## src/rtl/cpu_pkg.sv

```systemverilog
// Shared types and constants for the ALU sequencer.
// Instruction fields, FSM states and the B-operand shifter.
package cpu_pkg;

    typedef logic [15:0] word_t;

    typedef enum logic [2:0] {
        S_WAIT,
        S_GET_A,
        S_GET_B,
        S_EXEC,
        S_WRITE
    } state_t;

    localparam logic [2:0] OPC_MOV = 3'b110;
    localparam logic [2:0] OPC_ALU = 3'b101;

    localparam logic [1:0] OP_ADD  = 2'b00;
    localparam logic [1:0] OP_CMP  = 2'b01;
    localparam logic [1:0] OP_AND  = 2'b10;
    localparam logic [1:0] OP_MVN  = 2'b11;
    localparam logic [1:0] OP_MOVR = 2'b00;
    localparam logic [1:0] OP_MOVI = 2'b10;

    localparam logic [1:0] SH_NONE = 2'b00;
    localparam logic [1:0] SH_LSL  = 2'b01;
    localparam logic [1:0] SH_LSR  = 2'b10;
    localparam logic [1:0] SH_ASR  = 2'b11;

    localparam int OPC_LSB = 13;
    localparam int OP_LSB  = 11;
    localparam int RN_LSB  = 8;
    localparam int RD_LSB  = 5;
    localparam int SH_LSB  = 3;
    localparam int RM_LSB  = 0;

    function automatic word_t shift_b(input word_t v, input logic [1:0] sh);
        word_t r;
        unique case (sh)
            SH_LSL:  r = {v[14:0], 1'b0};
            SH_LSR:  r = {1'b0, v[15:1]};
            SH_ASR:  r = {v[15], v[15:1]};
            default: r = v;
        endcase
        return r;
    endfunction

endpackage

```

## src/rtl/alu_sequencer_regfile.sv

```systemverilog
// 8x16 register file: one synchronous write port,
// one operand read port and one debug read port.
module regfile
    import cpu_pkg::*;
(
    input  logic       clk,
    input  logic       rst_n,
    input  logic       we_i,
    input  logic [2:0] waddr_i,
    input  word_t      wdata_i,
    input  logic [2:0] raddr_i,
    output word_t      rdata_o,
    input  logic [2:0] daddr_i,
    output word_t      ddata_o
);

    word_t mem_q [8];

    always_ff @(posedge clk or negedge rst_n) begin
        if (!rst_n) begin
            for (int i = 0; i < 8; i++) begin
                mem_q[i] <= '0;
            end
        end else if (we_i) begin
            mem_q[waddr_i] <= wdata_i;
        end
    end

    assign rdata_o = mem_q[raddr_i];
    assign ddata_o = mem_q[daddr_i];

endmodule

```

## src/rtl/alu_sequencer.sv

```systemverilog
// Instruction sequencer driving an external combinational ALU:
// decode, operand fetch, execute capture, writeback.
module alu_sequencer
    import cpu_pkg::*;
(
    input  logic        clk,
    input  logic        rst_n,
    input  logic        in_valid,
    input  logic [15:0] instr,
    output logic        in_ready,
    output logic [15:0] alu_a,
    output logic [15:0] alu_b,
    output logic [1:0]  alu_op,
    input  logic [15:0] alu_out,
    input  logic        alu_z,
    output logic [2:0]  status,
    output logic        done,
    output logic        err,
    input  logic [2:0]  dbg_addr,
    output logic [15:0] dbg_data
);

    state_t      state_q;
    word_t       ir_q;
    word_t       a_q;
    word_t       b_q;
    word_t       c_q;
    logic [2:0]  status_q;
    logic        done_q;
    logic        err_q;

    logic [2:0]  opc_q;
    logic [1:0]  op_q;
    logic [2:0]  rn_q;
    logic [2:0]  rd_q;
    logic [2:0]  rm_q;
    logic [1:0]  sh_q;
    logic        is_alu_q;
    logic        is_movi_q;
    logic        is_movr_q;
    logic        is_cmp_q;

    logic [2:0]  in_opc;
    logic [1:0]  in_op;
    logic        in_movi;
    logic        in_movr;
    logic        in_alu;

    logic [2:0]  raddr;
    word_t       rdata;
    logic        rf_we;
    logic [2:0]  waddr;
    logic        ovf;

    assign opc_q = ir_q[OPC_LSB +: 3];
    assign op_q  = ir_q[OP_LSB +: 2];
    assign rn_q  = ir_q[RN_LSB +: 3];
    assign rd_q  = ir_q[RD_LSB +: 3];
    assign sh_q  = ir_q[SH_LSB +: 2];
    assign rm_q  = ir_q[RM_LSB +: 3];

    assign is_alu_q  = (opc_q == OPC_ALU);
    assign is_movi_q = (opc_q == OPC_MOV) && (op_q == OP_MOVI);
    assign is_movr_q = (opc_q == OPC_MOV) && (op_q == OP_MOVR);
    assign is_cmp_q  = is_alu_q && (op_q == OP_CMP);

    assign in_opc  = instr[OPC_LSB +: 3];
    assign in_op   = instr[OP_LSB +: 2];
    assign in_movi = (in_opc == OPC_MOV) && (in_op == OP_MOVI);
    assign in_movr = (in_opc == OPC_MOV) && (in_op == OP_MOVR);
    assign in_alu  = (in_opc == OPC_ALU);

    // one read port serves both operand fetches
    assign raddr = (state_q == S_GET_B) ? rm_q : rn_q;
    assign rf_we = (state_q == S_WRITE) && !is_cmp_q;
    assign waddr = is_movi_q ? rn_q : rd_q;

    // signed overflow of A - B, as seen by CMP
    assign ovf = (a_q[15] ^ b_q[15]) & (alu_out[15] ^ a_q[15]);

    regfile u_rf (
        .clk     (clk),
        .rst_n   (rst_n),
        .we_i    (rf_we),
        .waddr_i (waddr),
        .wdata_i (c_q),
        .raddr_i (raddr),
        .rdata_o (rdata),
        .daddr_i (dbg_addr),
        .ddata_o (dbg_data)
    );

    always_ff @(posedge clk or negedge rst_n) begin
        if (!rst_n) begin
            state_q  <= S_WAIT;
            ir_q     <= '0;
            a_q      <= '0;
            b_q      <= '0;
            c_q      <= '0;
            status_q <= '0;
            done_q   <= 1'b0;
            err_q    <= 1'b0;
        end else begin
            done_q <= 1'b0;
            err_q  <= 1'b0;
            unique case (state_q)
                S_WAIT: begin
                    if (in_valid) begin
                        ir_q <= instr;
                        unique case (1'b1)
                            in_movi: begin
                                c_q     <= {{8{instr[7]}}, instr[7:0]};
                                done_q  <= 1'b1;
                                state_q <= S_WRITE;
                            end
                            in_movr, in_alu: begin
                                state_q <= S_GET_A;
                            end
                            default: begin
                                err_q <= 1'b1;
                            end
                        endcase
                    end
                end
                S_GET_A: begin
                    a_q     <= is_movr_q ? '0 : rdata;
                    state_q <= S_GET_B;
                end
                S_GET_B: begin
                    b_q     <= shift_b(rdata, sh_q);
                    state_q <= S_EXEC;
                end
                S_EXEC: begin
                    c_q <= alu_out;
                    if (is_cmp_q) begin
                        status_q <= {alu_out[15], ovf, alu_z};
                    end
                    done_q  <= 1'b1;
                    state_q <= S_WRITE;
                end
                S_WRITE: begin
                    state_q <= S_WAIT;
                end
                default: begin
                    state_q <= S_WAIT;
                end
            endcase
        end
    end

    assign in_ready = (state_q == S_WAIT);
    assign alu_a    = a_q;
    assign alu_b    = b_q;
    assign alu_op   = is_alu_q ? op_q : OP_ADD;
    assign status   = status_q;
    assign done     = done_q;
    assign err      = err_q;

endmodule
```

## config.mk

```make
export PLATFORM = sky130hd
export DESIGN_NAME = alu_sequencer
export DESIGN_NICKNAME = d
export VERILOG_FILES = /design/src/rtl/cpu_pkg.sv /design/src/rtl/alu_sequencer_regfile.sv /design/src/rtl/alu_sequencer.sv
export SDC_FILE = /design/constraint.sdc
export NUM_CORES = 1
export LEC_CHECK = 0
export ABC_CLOCK_PERIOD_IN_PS = 7900
export CAP_MARGIN = 20
export CORE_MARGIN = 1.5
export CORE_UTILIZATION = 24
export DETAILED_ROUTE_END_ITERATION = 12
export SETUP_SLACK_MARGIN = 0.2
export SKIP_LAST_GASP = 1
export SYNTH_ARGS = -nofsm -noshare
export SYNTH_HDL_FRONTEND = slang
export SYNTH_SLANG_ARGS = --single-unit
```

## constraint.sdc

```tcl
create_clock -name clk -period 7.9 [get_ports clk]
set_clock_uncertainty 0.2 [all_clocks]
set_input_delay 1.58 -clock clk [delete_from_list [all_inputs] [get_ports clk]]
set_output_delay 1.58 -clock clk [all_outputs]
set_load 0.02 [all_outputs]
```

==> metrics, run 1 <==
Final HPWL DP about 22000 um; Required @ worst endpoint 6120 ps; Skew-Pair Late Insertion Delay between 400 and 500 ps; Yosys reg bits 200; IO buf count 94; height of the die 214.2 um; CTS resizes 0; grt met3 use 3.191%; antenna cell count 0; I/O pin count 95; largest net degree at the start of global routing 80; crit path time final between 5000 and 6000 ps; type of origin of the critical path input port; Post-synth EDFFs 0; Total GRT Usage 13.84%; Fill cells 4522; arrival time worst endpoint 3920 ps; first-pass GRT wire length 48190 um; Sink Count 200; Hold-fix buffers, CTS 0; number of synthesis warnings 0; critical path type input port to output pin; # H-tree levels 4; vias per cell 4.899; Final Wtd Congestion ~0.80; TNS Setup 0 ps; Synth-to-Final Area Change 19.86%; Net count, final 965; syn_nets around 900; status complete, no violations; Multi-input gate area 5373 um2; Async S/R FF share, synth 100.0%; Initial Util 24.25%; Max Root-Sink Buffers 2; # Post-CTS Setup Buffers 0; worst hold path class flip-flop to flip-flop; final WL 31480 um; post-synthesis cell count 857; Num CTS Buffers 17; share of cells above drive strength 1 30.14%; post-route clock period utilization between 70 and 80%; Tightest Pin Transition 1102 ps; register area share after synthesis 46.77%; worst hold slack 287.6 ps; Top FF cell, synth dfrtp_1; Power Density 395.8 nW/um2; CTS root buf clkbuf_16; Most Used Layer, Global Route met2; Post-DP Area roughly 12000 um2; DRC viols 0; die area 45860 um2; RSZ-0062 raised after global routing false; Die W 214.2 um; Worst R2R Setup Slack roughly 3800 ps; fin area 12830 um2; syn avg cell area 12.49 um2; via count 7501; drt wl/cell 20.56 um; Worst VDD drop ~180 uV; Leakage approximately 0.0054 uW; Register Area between 5000 and 6000 um2; CTS tree built; Final ANT Viol Nets 0; Crit Path Max Fanout 17; grt ovf 0; Setup-failing EPs final 0; max_cap viols 0; vias in the first global route 7690; Critical Path Sink Type output pin; drt pass-1 iters 7; Max-slew headroom 26.35%; met1 Use GR 17.52%; endpoints failing hold 0; Achievable Freq 0.1753 GHz; Reg clk slew, reported paths 80 ps; initial antenna violation count 1; Unique masters post-synth around 60; final slew viol count 0; met2 track demand over resource 22.92%; num rows 77; Core ar. 44120 um2; Mapped Area 10700 um2; Iter 0 DRT Violations 529
-- per-stage QoR --
step	setup slack [ps]	total power, uW	std cells	util [%]
4_1_cts	2118	5093	1529	28.95
3_5_place_dp	2131	4209	1497	27.64
2_1_floorplan	2903	3355	857	-
5_1_grt	2022	5381	1531	29.07
3_3_place_gp	2164	4164	1497	27.64
6_report	2196	5077	1531	29.07
-- cells by family after synthesis --
group / share of synthesized area, %
AOI/OAI and AO/OA: 9.190
buffers and inverters: 3.063
DFF: 46.77
and+or+nand+nor: 8.067
muxes: 32.91
-- synthesized netlist by cell type, drive strengths merged, types with 11 or more instances --
cell | number | share of area, %
nor2 | 38 | 1.4
a21oi | 31 | 1.6
o22ai | 11 | 0.64
dfrtp | 200 | 47
buf | 38 | 2.0
a31oi | 11 | 0.64
mux2i | 56 | 5.2
clkbuf | 24 | 0.84
a211oi | 16 | 1.1
nand2 | 69 | 2.4
nor3 | 13 | 0.70
mux4 | 46 | 9.7
o21ai | 22 | 1.0
mux2 | 171 | 18
-- report_power, final --
| part | internal (uW) | switching, uW | leakage [uW] | total (uW) |
|---|---|---|---|---|
| Combinational | 1100 | 1250 | 0.00253 | 2350 |
| Sequential | 1400 | 459 | 0.00261 | 1860 |
| Clock | 456 | 419 | 0.000287 | 874 |
| Total | 2950 | 2130 | 0.00543 | 5080 |
-- sequential cells by signal, indices dropped and copies added, names as in the netlist --
name,flops
alu_a,16
state_q,3
alu_b,16
err,1
done,1
ir_q,16
c_q,16
status,3
u_rf.mem_q,128
-- placed cells by master (no fill, tap or decap), types with 3 or more instances in the layout --
cell	count
nand2b_1	4
a211oi_1	16
buf_4	16
nor2_1	37
nand3_1	10
a31oi_1	11
a221oi_1	4
nand3b_1	5
o21ai_0	16
a22oi_1	5
mux2_2	170
mux2i_1	56
a21o_1	3
a2bb2oi_1	6
dfrtp_1	200
nor3_1	11
inv_6	3
nand2_1	69
o22ai_1	11
or3b_2	3
mux4_2	46
clkbuf_16	17
inv_1	5
o21ai_1	5
a21oi_1	29
o211ai_1	9
nor2b_1	8
a221o_1	4
a22o_1	8
and2_1	9
clkdlybuf4s50_1	92
inv_8	4
-- layer usage --
layer  vias up  wire (um)
met3        36       1770
met5         -          0
li1       3367          -
met1      3871      13730
met2       227      15260
met4         0        722
-- critical path: stages --
cell and delay [ps]:
buf_2 460, buf_4 450, mux4_2 540, mux2_2 330, clkdlybuf4s50_1 550
-- layout make-up --
type | count | share of cell area (%)
Clock inverter | 12 | 1.005
Clock buffer | 20 | 3.482
Inverter | 5 | 0.1463
Sequential cell | 200 | 39.02
Tap cell | 592 | 5.774
Timing Repair Buffer | 112 | 8.691
Multi-Input combinational cell | 590 | 41.88
-- worst paths after layout --
path                             start              to  depth (start not counted)
max                        dbg_addr[0]    dbg_data[13]                          5
min                           alu_a[0]        alu_a[0]                          2
max reg2reg                 state_q[1]        alu_b[7]                          8
min reg2reg                   alu_a[0]        alu_a[0]                          2
max in group asynchronous        rst_n  u_rf.mem_q[75]                          2
min in group asynchronous        rst_n        ir_q[11]                          1
(Power assumes the default switching activity.)
==> run 2: changes to the inputs <==
ABC_CLOCK_PERIOD_IN_PS = 5100   (was 7900)
clock period = 5.1 ns   (was 7.9 ns; I/O delays follow)
==> run 2 against run 1 <==
  * Wire length hardly changed
  * Final cell count rose by 0.52%
  * Clock-buffer cell count grew 1
  * Register-to-register slack worse by 2400 ps
  * Sequential power up 53%
  * Via count up 0.17%
  * Non-clock buffer count up 11
  * Clock power is 49% higher
==> metrics, run 2 (synthesis gave the netlist of run 1 again) <==
vias in the first global route 7538 (-2.0%); DRC viols 0 (unchanged); Synth-to-Final Area Change 20.68%; Setup-failing EPs final 0 (unchanged); Reg power frac 36.3% (-0.3 points); share of cells above drive strength 1 30.62% (+0.48 points); Sw Share 41.34% (-0.53 points); first-pass GRT wire length 48300 um (+0.23%); endpoints failing hold 0 (unchanged); post-route clock period utilization roughly nine tenths; worst hold path class flip-flop to flip-flop; Layout Utilization 29.27% (+0.20 points); combinational fraction of design power 47.1% (+0.9 points); Top reg by flops u_rf.mem_q; final WL 31500 um (about the same); Hold-fix buffers, CTS 0 (unchanged); Total Power 7853 uW (+55%); Clock power frac 16.6% (-0.6 points); max reg flops 128 (unchanged); Initial Util 24.25% (unchanged); initial antenna violation count 0 (-1); CTS root buf clkbuf_16; drt wl/cell 20.47 um (-0.45%); I/O pin count 95 (unchanged); Max-slew headroom 24.55% (-1.8 points); TNS Setup 0 ps (unchanged); critical path type input port to output pin; Required @ worst endpoint 3880 ps (-2240 ps); # Post-CTS Setup Buffers 0 (unchanged); Reg clk slew, reported paths 70 ps (about the same); drt pass-1 iters 7 (unchanged); Sink Count 200 (unchanged); Multi-input gate area 5373 um2 (unchanged); Final Wtd Congestion 0.7915 (-0.79%); status complete, no violations; Total GRT Usage 13.83% (about the same); largest net degree at the start of global routing 112 (+40%); Final ANT Viol Nets 0 (unchanged); final slew viol count 0 (unchanged); antenna cell count 0 (unchanged); Max Root-Sink Buffers 2 (unchanged); crit path time final roughly 4500 ps; CTS resizes 0 (unchanged); Post-DP Area 12320 um2 (+0.98%); Crit Path Max Fanout 16 (-1); Final HPWL DP 21960 um (+1.2%); Net count, final 976 (+1.1%); Net Sw Power 3246 uW (+53%); Num CTS Buffers 17 (unchanged); grt ovf 0 (unchanged); Power Density 608.1 nW/um2 (+54%); most common cell after layout, fill and taps aside dfrtp_1; max_cap viols 0 (unchanged); Worst VDD drop 391.5 uV (+110%); type of origin of the critical path input port; Skew-Pair Late Insertion Delay 440 ps (about the same); die area 45860 um2 (unchanged); IO buf count 94 (unchanged); Internal 4607 uW (+56%); arrival time worst endpoint 3270 ps (-650 ps); Achievable Freq ~0.22 GHz; num rows 77 (unchanged); CTS tree built; Fill cells 4568 (+1.0%); Core ar. 44120 um2 (unchanged); # H-tree levels 4 (unchanged); Die W 214.2 um (unchanged); most frequent cells in the layout dfrtp_1 (200), mux2_2 (170), clkdlybuf4s50_1 (92); Register Area 5005 um2 (unchanged); height of the die 214.2 um (unchanged); Tightest Pin Transition 1129 ps (+26.95 ps); vias per cell 4.882 (-0.35%); via count 7514 (+0.17%); fin area 12910 um2 (+0.68%); RSZ-0062 raised after global routing false; Iter 0 DRT Violations 523 (-1.1%); Leakage 0.005476 uW (+0.81%); Critical Path Sink Type output pin
-- run 2: cell type report --
cell class | instances | area share, %
multi-input cells | 590 | 41.60
clock inverters | 8 | 0.7169
clock buffers | 21 | 3.488
repair buffers | 123 | 9.562
well taps | 592 | 5.735
flip-flops and latches | 200 | 38.75
inverters | 5 | 0.1453
-- run 2: through the flow --
stage               hold slack (ps)  worst slack (ps)  instances
floorplan                     280.5              1223        857
global placement              270.0             616.8       1508
detailed placement            275.9             597.9       1508
CTS                           293.2             577.0       1537
global route                  325.4             520.4       1539
finish                        284.1             606.9       1539
-- run 2: power by group through the flow --
| stage | logic, uW | registers, uW | clock network [uW] |
|---|---|---|---|
| 5_1_grt | 3980 | 2950 | 1410 |
| 2_1_floorplan | 2510 | 2680 | 0 |
| 3_3_place_gp | 3650 | 2850 | 0 |
| 4_1_cts | 3720 | 2840 | 1340 |
| 6_report | 3700 | 2850 | 1300 |
| 3_5_place_dp | 3710 | 2870 | 0 |
-- run 2: critical path, stage by stage --
cell	delay [ps]
clkdlybuf4s50_1	810
buf_12	230
mux4_2	310
mux2_2	290
clkdlybuf4s50_1	590
-- run 2: layer usage --
metal / up-vias / GRT usage, % / wire, um
met3: 34 / 2.695 / 1658
met2: 210 / 23.32 / 15290
met4: 0 / 4.296 / 668
met5: - / 0 / 0
met1: 3881 / 17.83 / 13880
li1: 3389 / - / -
-- run 2: final timing paths --
path                             start        endpoint  slack, ps  depth (start not counted)
setup / recovery           dbg_addr[1]     dbg_data[6]        610                          5
min in group asynchronous        rst_n        ir_q[14]        470                          1
setup reg to reg            state_q[1]       alu_b[10]       1390                          7
hold / removal               alu_b[14]       alu_b[14]        280                          2
max in group asynchronous        rst_n  u_rf.mem_q[22]       3150                          2
hold reg to reg              alu_b[14]       alu_b[14]        280                          2
==> run 3: changes to the inputs <==
CTS_CLUSTER_SIZE = 24   (was default)
==> results of run 3 <==
No change in the layout: final DEF, timing and power equal those of run 2.
